==> src/rtl/shared_reg_arbiter.sv <==
`default_nettype none
// +----------------------------------------------------------------------------+
// | Module      : shared_reg_arbiter                                           |
// | Description : Round-robin arbiter and write sequencer for one shared       |
// |               WIDTH-bit register with a programmable post-write guard.     |
// |               Define SHARED_REG_ARB_FIXED_PRI_EN for fixed priority.       |
// | Revision    : 1.0 - initial release                                        |
// +----------------------------------------------------------------------------+
module shared_reg_arbiter #(
  parameter int N_REQ       = 4,
  parameter int WIDTH       = 8,
  parameter int HOLD_CYCLES = 1
) (
  input  logic                       CLK,
  input  logic                       Reset,
  input  logic [N_REQ-1:0]           req,
  input  logic [N_REQ*WIDTH-1:0]     wdata,
  output logic [N_REQ-1:0]           gnt,
  output logic [WIDTH-1:0]           Q,
  output logic                       busy,
  output logic [$clog2(N_REQ)-1:0]   last_id
);

  localparam int ID_W  = $clog2(N_REQ);
  localparam int CNT_W = 4;

  typedef enum logic [1:0] {
    S_IDLE  = 2'd0,
    S_GRANT = 2'd1,
    S_HOLD  = 2'd2
  } state_t;

  state_t             state_q, state_d;
  logic [N_REQ-1:0]   gnt_q, gnt_d;
  logic [WIDTH-1:0]   q_q, q_d;
  logic [ID_W-1:0]    last_id_q, last_id_d;
  logic [ID_W-1:0]    win_id_q, win_id_d;
  logic [CNT_W-1:0]   cnt_q, cnt_d;

  logic               win_found;
  logic [ID_W-1:0]    win_idx;
  logic [ID_W-1:0]    cand;
  logic [WIDTH-1:0]   wdata_arr [N_REQ];

  generate
    for (genvar gi = 0; gi < N_REQ; gi++) begin : g_unpack
      assign wdata_arr[gi] = wdata[gi*WIDTH +: WIDTH];
    end
  endgenerate

  // Winner search; the loop runs from the lowest-priority candidate up so the
  // last hit (highest priority) is what remains.
  always_comb begin
    win_found = 1'b0;
    win_idx   = '0;
    cand      = '0;
`ifdef SHARED_REG_ARB_FIXED_PRI_EN
    for (int i = N_REQ - 1; i >= 0; i--) begin
      cand = ID_W'(i);
      if (req[cand]) begin
        win_found = 1'b1;
        win_idx   = cand;
      end
    end
`else
    for (int k = N_REQ; k >= 1; k--) begin
      cand = ID_W'((int'(last_id_q) + k) % N_REQ);
      if (req[cand]) begin
        win_found = 1'b1;
        win_idx   = cand;
      end
    end
`endif
  end

  always_comb begin
    state_d   = state_q;
    gnt_d     = '0;
    q_d       = q_q;
    last_id_d = last_id_q;
    win_id_d  = win_id_q;
    cnt_d     = cnt_q;
    unique case (state_q)
      S_IDLE: begin
        if (win_found) begin
          gnt_d[win_idx] = 1'b1;
          win_id_d       = win_idx;
          state_d        = S_GRANT;
        end
      end
      S_GRANT: begin
        q_d       = wdata_arr[win_id_q];
        last_id_d = win_id_q;
        if (HOLD_CYCLES == 0) begin
          state_d = S_IDLE;
        end else begin
          state_d = S_HOLD;
          cnt_d   = CNT_W'(HOLD_CYCLES);
        end
      end
      S_HOLD: begin
        if (cnt_q <= 4'd1) begin
          state_d = S_IDLE;
          cnt_d   = '0;
        end else begin
          cnt_d = cnt_q - 4'd1;
        end
      end
      default: begin
        state_d = S_IDLE;
      end
    endcase
  end

  // Reset drops any write in flight: Q clears even mid-GRANT.
  always_ff @(posedge CLK or posedge Reset) begin
    if (Reset) begin
      state_q   <= S_IDLE;
      gnt_q     <= '0;
      q_q       <= '0;
      last_id_q <= ID_W'(N_REQ - 1);
      win_id_q  <= '0;
      cnt_q     <= '0;
    end else begin
      state_q   <= state_d;
      gnt_q     <= gnt_d;
      q_q       <= q_d;
      last_id_q <= last_id_d;
      win_id_q  <= win_id_d;
      cnt_q     <= cnt_d;
    end
  end

  assign gnt     = gnt_q;
  assign Q       = q_q;
  assign busy    = (state_q != S_IDLE);
  assign last_id = last_id_q;

endmodule
`default_nettype wire

==> config.mk <==
export PLATFORM = sky130hd
export DESIGN_NAME = shared_reg_arbiter
export DESIGN_NICKNAME = d
export VERILOG_FILES = /design/src/rtl/shared_reg_arbiter.sv
export SDC_FILE = /design/constraint.sdc
export NUM_CORES = 1
export LEC_CHECK = 0
export BUFFER_PORTS_ARGS = -buffer_cell sky130_fd_sc_hd__buf_2
export CAP_MARGIN = 20
export CORE_MARGIN = 2
export CORE_UTILIZATION = 49
export DETAILED_ROUTE_END_ITERATION = 8
export PLACE_DENSITY = 0.84
export SLEW_MARGIN = 20
export SYNTH_ARGS = -nofsm -noshare
export SYNTH_HDL_FRONTEND = slang
export SYNTH_SLANG_ARGS = --single-unit
==> constraint.sdc <==
create_clock -name CLK -period 3.5 [get_ports CLK]
set_clock_uncertainty 0.15 [all_clocks]
set_input_delay 0.35 -clock CLK [delete_from_list [all_inputs] [get_ports CLK]]
set_output_delay 0.35 -clock CLK [all_outputs]
set_load 0.03 [all_outputs]
== After elaboration in Yosys (flattened, before gate mapping) ==
Cells that the tools add are included.

* Register bits after elaboration: 22
* Input bits: 38
* Output and inout port bits: 15
* Logic and storage cells: 58

* Add/subtract/negate cells: 5
* Magnitude comparators: 8
* Eq/ne operators: 4
* Mux-type cells: 28
* Bitwise gates (word level): 1
* Reduce and logical (&&, ||, !) cells: 6

{| class="wikitable"
|+ Operators by type and width
! operator !! number
|-
| 8-bit binary-select mux with 2-bit select || 1
|-
| 8-bit two-way mux || 2
|-
| 2-bit by 3-bit < comparator with 1-bit output (second input constant) || 5
|-
| 2-bit two-way mux || 6
|-
| 4-bit two-way mux || 3
|-
| 1-bit two-way mux || 9
|-
| 1-bit binary-select mux with 2-bit select || 4
|-
| 4-bit one-hot mux with 2 select lines || 1
|-
| 2-bit one-hot mux with 3 select lines || 1
|-
| 2-bit by 1-bit adder with 2-bit output (second input constant) || 2
|-
| 2-bit adder (second input constant) || 2
|-
| 4-bit by 1-bit less-or-equal comparator with 1-bit output (second input constant) || 1
|-
| 2-bit inequality test (second input constant) || 2
|-
| 2-bit AND reduction || 2
|-
| 2-bit nonzero test || 2
|-
| 4-bit by 1-bit subtractor with 4-bit output (second input constant) || 1
|-
| 3-bit greater-or-equal comparator (second input constant) || 1
|-
| 2-bit inverter with 3-bit output || 1
|-
| 1-bit demux with 2-bit select || 1
|-
| 2-bit by 1-bit equality test with 1-bit output (second input constant) || 1
|-
| 2-bit equality test (second input constant) || 1
|-
| 2-bit by 1-bit greater-or-equal comparator with 1-bit output (second input constant) || 1
|-
| 2-bit zero test || 1
|-
| 1-bit logical AND || 1
|}

== Logic depth before layout (Yosys ltp) ==
* Word-level depth: 13
* Depth in mapped cells: 6

== Least setup slack after synthesis ==
OpenSTA, ideal clock, no wires.

* Path type: flip-flop to flip-flop
* Start point: register cnt_q[0]
* End point: register state_q[1]
* Setup time: 0.125 ns
* Arrival time: 1.407 ns
* Data required time: 3.225 ns
* Slack: 1.818 ns
* Cell stages (with the launch flop): 7
* Clock period less this slack: 1.682 ns
* Cell sequence: dfrtp_1 > inv_1 > ha_1 > nor2_1 > o31a_1 > a21oi_1 > mux2_2

* Word-level cells in the longest chain between the ends: 3

{| class="wikitable"
|+ Ends and longest elaborated chain
! item !! line !! text
|-
| start: declaration || 38 || <nowiki>logic [CNT_W-1:0] cnt_q, cnt_d;</nowiki>
|-
| start signal: assignment || 130 || <nowiki>cnt_q <= cnt_d;</nowiki>
|-
| 4-bit by 1-bit less-or-equal comparator with 1-bit output || 102 || <nowiki>if (cnt_q <= 4'd1) begin</nowiki>
|-
| 2-bit inequality test (no source line) || - ||
|-
| 2-bit AND reduction (no source line) || - ||
|-
| end signal: assignment || 125 || <nowiki>state_q <= state_d;</nowiki>
|-
| end: declaration || 33 || <nowiki>state_t state_q, state_d;</nowiki>
|}

No other way between the ends.
A chain may end at the register's enable or synchronous reset.

== Worst setup path in the final report ==
Same ends and word-level chain as after synthesis.

==> impl_metrics.toml <==
[floorplanning]
num_rows = 18
initial_core_util = 0.511
io_pins = 53
die_h_um = 54.6
dieArea_mm2 = 0.00298
die_w_um = 54.6
core_area_mm2 = 0.00245

[setup_path]
cp_slowest_stage_delay_ns = 0.44
crit_type = "flip-flop to flip-flop"
path_max_fanout = 5
path_cells = "inv_1, ha_1, nor2_1, o31a_1, a21oi_1, mux2_2"
start_kind = "flip-flop"
end_kind = "flip-flop"
worstPathRequired_ns = 3.55
crit_path_top_delay_cell = "dfrtp_1"
cp.arrival_ns = 1.87

[pwr]
p_seq_frac = 0.346
cellPowerDensity_mw_per_mm2 = 862
p_leak_nw = 0.782
clkPwrFrac = 0.104
p_comb_frac = 0.550
switching_share = 0.419
power_mw = 1.35
p_int_uw = 786
max-vdd-ir-drop_mv = 0.697
switching_power_uw = 566

[cts]
clkTransAtPathRegs_ns = 0.13
h-tree-depth = 1
clkSinkCount = 22
postCtsResizedCells = 0
clockRootBuffer = "clkbuf_4"
cts_tree = "built"
hold_buffers = 0
clock_latency_ns = 0.31
cts_made_buffers = 3
cts.path.max_buffers = 2
post_cts_buffers = 0

[grt]
grt_remaining_overflow = 0
grt_use_total = 0.181
grt_pass1_vias = 900
grt_max_degree = 23
grt_pass1_wl_um = 3730
antenna_found_initial = 0

[timing]
setup_violations = 0
min_period_over_period = 0.520
fmax_mhz = 550
rsz0062_at_grt = "no"
setup_tns_ns = 0
report.final.slew_viol_count = 0
worst_pin_slew_ns = 0.804
timing.hold.ws_ns = 0.0248
fin_crit_ns = 1.82
slew_headroom = 0.463
hold_violations = 0

[yosys]
avgSynthCellArea_um2 = 12.3
yosys.area.top_type_share = 0.399
syn-cell-area_mm2 = 0.00125
synth.distinct_cells = 30
yosysWarningCount = 0
syn_nets = 146
synth_top_area_cell = "dfrtp_1"
seq_area_frac_synth = 0.441
yosys_register_bits = 22
synthTopCellsByArea = "dfrtp_1, mux4_2, mux2_4, ha_1, dfstp_2"
netlist_instances = 102

[placed_design]
placed_area_mm2 = 0.00153
numPortBuffers = 52
dp.final_hpwl_um = 2060
place_congestion = 0.809

[finish]
fin_area_mm2 = 0.00157
multi_input_area_um2 = 651
final_nets = 200
final_core_utilization = 0.639
seq_area_um2 = 553
final_common_cell = "buf_2"
antennaDiodeCount = 0
mostFrequentLayoutCells = "buf_2, dfrtp_1"
layout-drive-gt1-share = 0.516
area_growth_pct = 24.9
fillers = 189

[min_path]
hold_class = "input port to asynchronous set/reset pin"

[routing]
drc = 0
detail-route-antenna-nets = 0
vias_per_cell = 5.39
routed_wl_um = 2570
num_vias = 997
drt_pre_antenna_iters = 4
drt_iter0_markers = 22
wl_per_cell_um = 13.9

[run_status]
status = "complete, no violations"

[run]
maxCapViolCount = 0
-- sequential cells by signal, indices dropped and copies added (netlist names) --
register	count
Q	8
cnt_q	4
gnt	4
last_id	2
state_q	2
win_id_q	2
-- cell families (layout without fill, tap and decap cells) --
logic type               count (synthesis)  count (layout)  share of synthesized area
AO/OA/AOI/OAI                           18              18                     0.0877
adder cells (fa/ha/maj)                  6               6                     0.0598
buffers and inverters                   11              64                     0.0409
flip-flops                              22              22                      0.441
multiplexers                            19              19                      0.265
AND/OR/NAND/NOR                         26              26                      0.106
-- layout make-up --
type | count | area share
inverter | 8 | 0.0192
timing repair buffer | 52 | 0.166
tap | 30 | 0.0239
clock buffer | 4 | 0.0231
sequential | 22 | 0.353
multi-input combinational | 69 | 0.415
-- power groups by stage --
stage,clock [mW],combinational (mW),sequential (mW)
after floorplan,0,0.485,0.572
after global placement,0,0.718,0.471
after detailed placement,0,0.750,0.477
after CTS,0.142,0.752,0.471
after global routing,0.151,0.812,0.489
final,0.140,0.743,0.468
-- routing by layer --
metal  vias to the layer above  GRT usage  wire, µm
met5                         -          0         0
met4                         0     0.0792        23
met3                         4     0.0464       278
met2                        50      0.321      1200
met1                       470      0.203      1070
li1                        473          -         -
-- cells in the mapped netlist --
| cell type | n |
|---|---|
| o21a_1 | 2 |
| or2_2 | 3 |
| nand4_1 | 1 |
| mux4_2 | 8 |
| nor2b_1 | 1 |
| inv_1 | 8 |
| and3b_1 | 1 |
| dfrtp_1 | 20 |
| o22ai_1 | 1 |
| buf_2 | 1 |
| mux2_4 | 8 |
| ha_1 | 6 |
| dfstp_2 | 2 |
| nand3_1 | 1 |
| nand2b_1 | 3 |
| nor4_1 | 1 |
| nand2_1 | 6 |
| o31a_1 | 1 |
| nor2_1 | 6 |
| a21oi_1 | 3 |
| clkbuf_2 | 1 |
| o211ai_1 | 1 |
| buf_6 | 1 |
| nand3b_1 | 1 |
| o31ai_1 | 1 |
| mux2i_1 | 1 |
| mux2_2 | 2 |
| nor3_1 | 2 |
| a21bo_2 | 1 |
| o21ai_0 | 8 |
-- metrics by stage --
stage | cells | setup WS, ns
2_1_floorplan | 102 | 1.82
3_3_place_gp | 181 | 1.74
3_5_place_dp | 181 | 1.69
4_1_cts | 185 | 1.68
5_1_grt | 185 | 1.54
6_report | 185 | 1.68
-- worst paths after layout --
path	startpoint	end	slack (ns)	cells after the start
max in group asynchronous	Reset	win_id_q[1]	2.67	2
min in group CLK	req[2]	gnt[0]	0.32	5
worst min-delay path	Reset	Q[2]	0.02	2
worst max register to register	cnt_q[0]	state_q[1]	1.68	6
worst max-delay path	cnt_q[0]	state_q[1]	1.68	6
worst min register to register	Q[3]	Q[3]	0.37	1
-- worst max-delay path, delay by kind of cell (launching register included) --
family                     cells  cell delay (ns)
and+or+nand+nor                1             0.08
AOI/OAI and AO/OA              2             0.44
DFF                            1             0.44
buffers and inverters          1             0.07
adders and majority gates      1             0.19
muxes                          1             0.34
(Power assumes the default switching activity.)
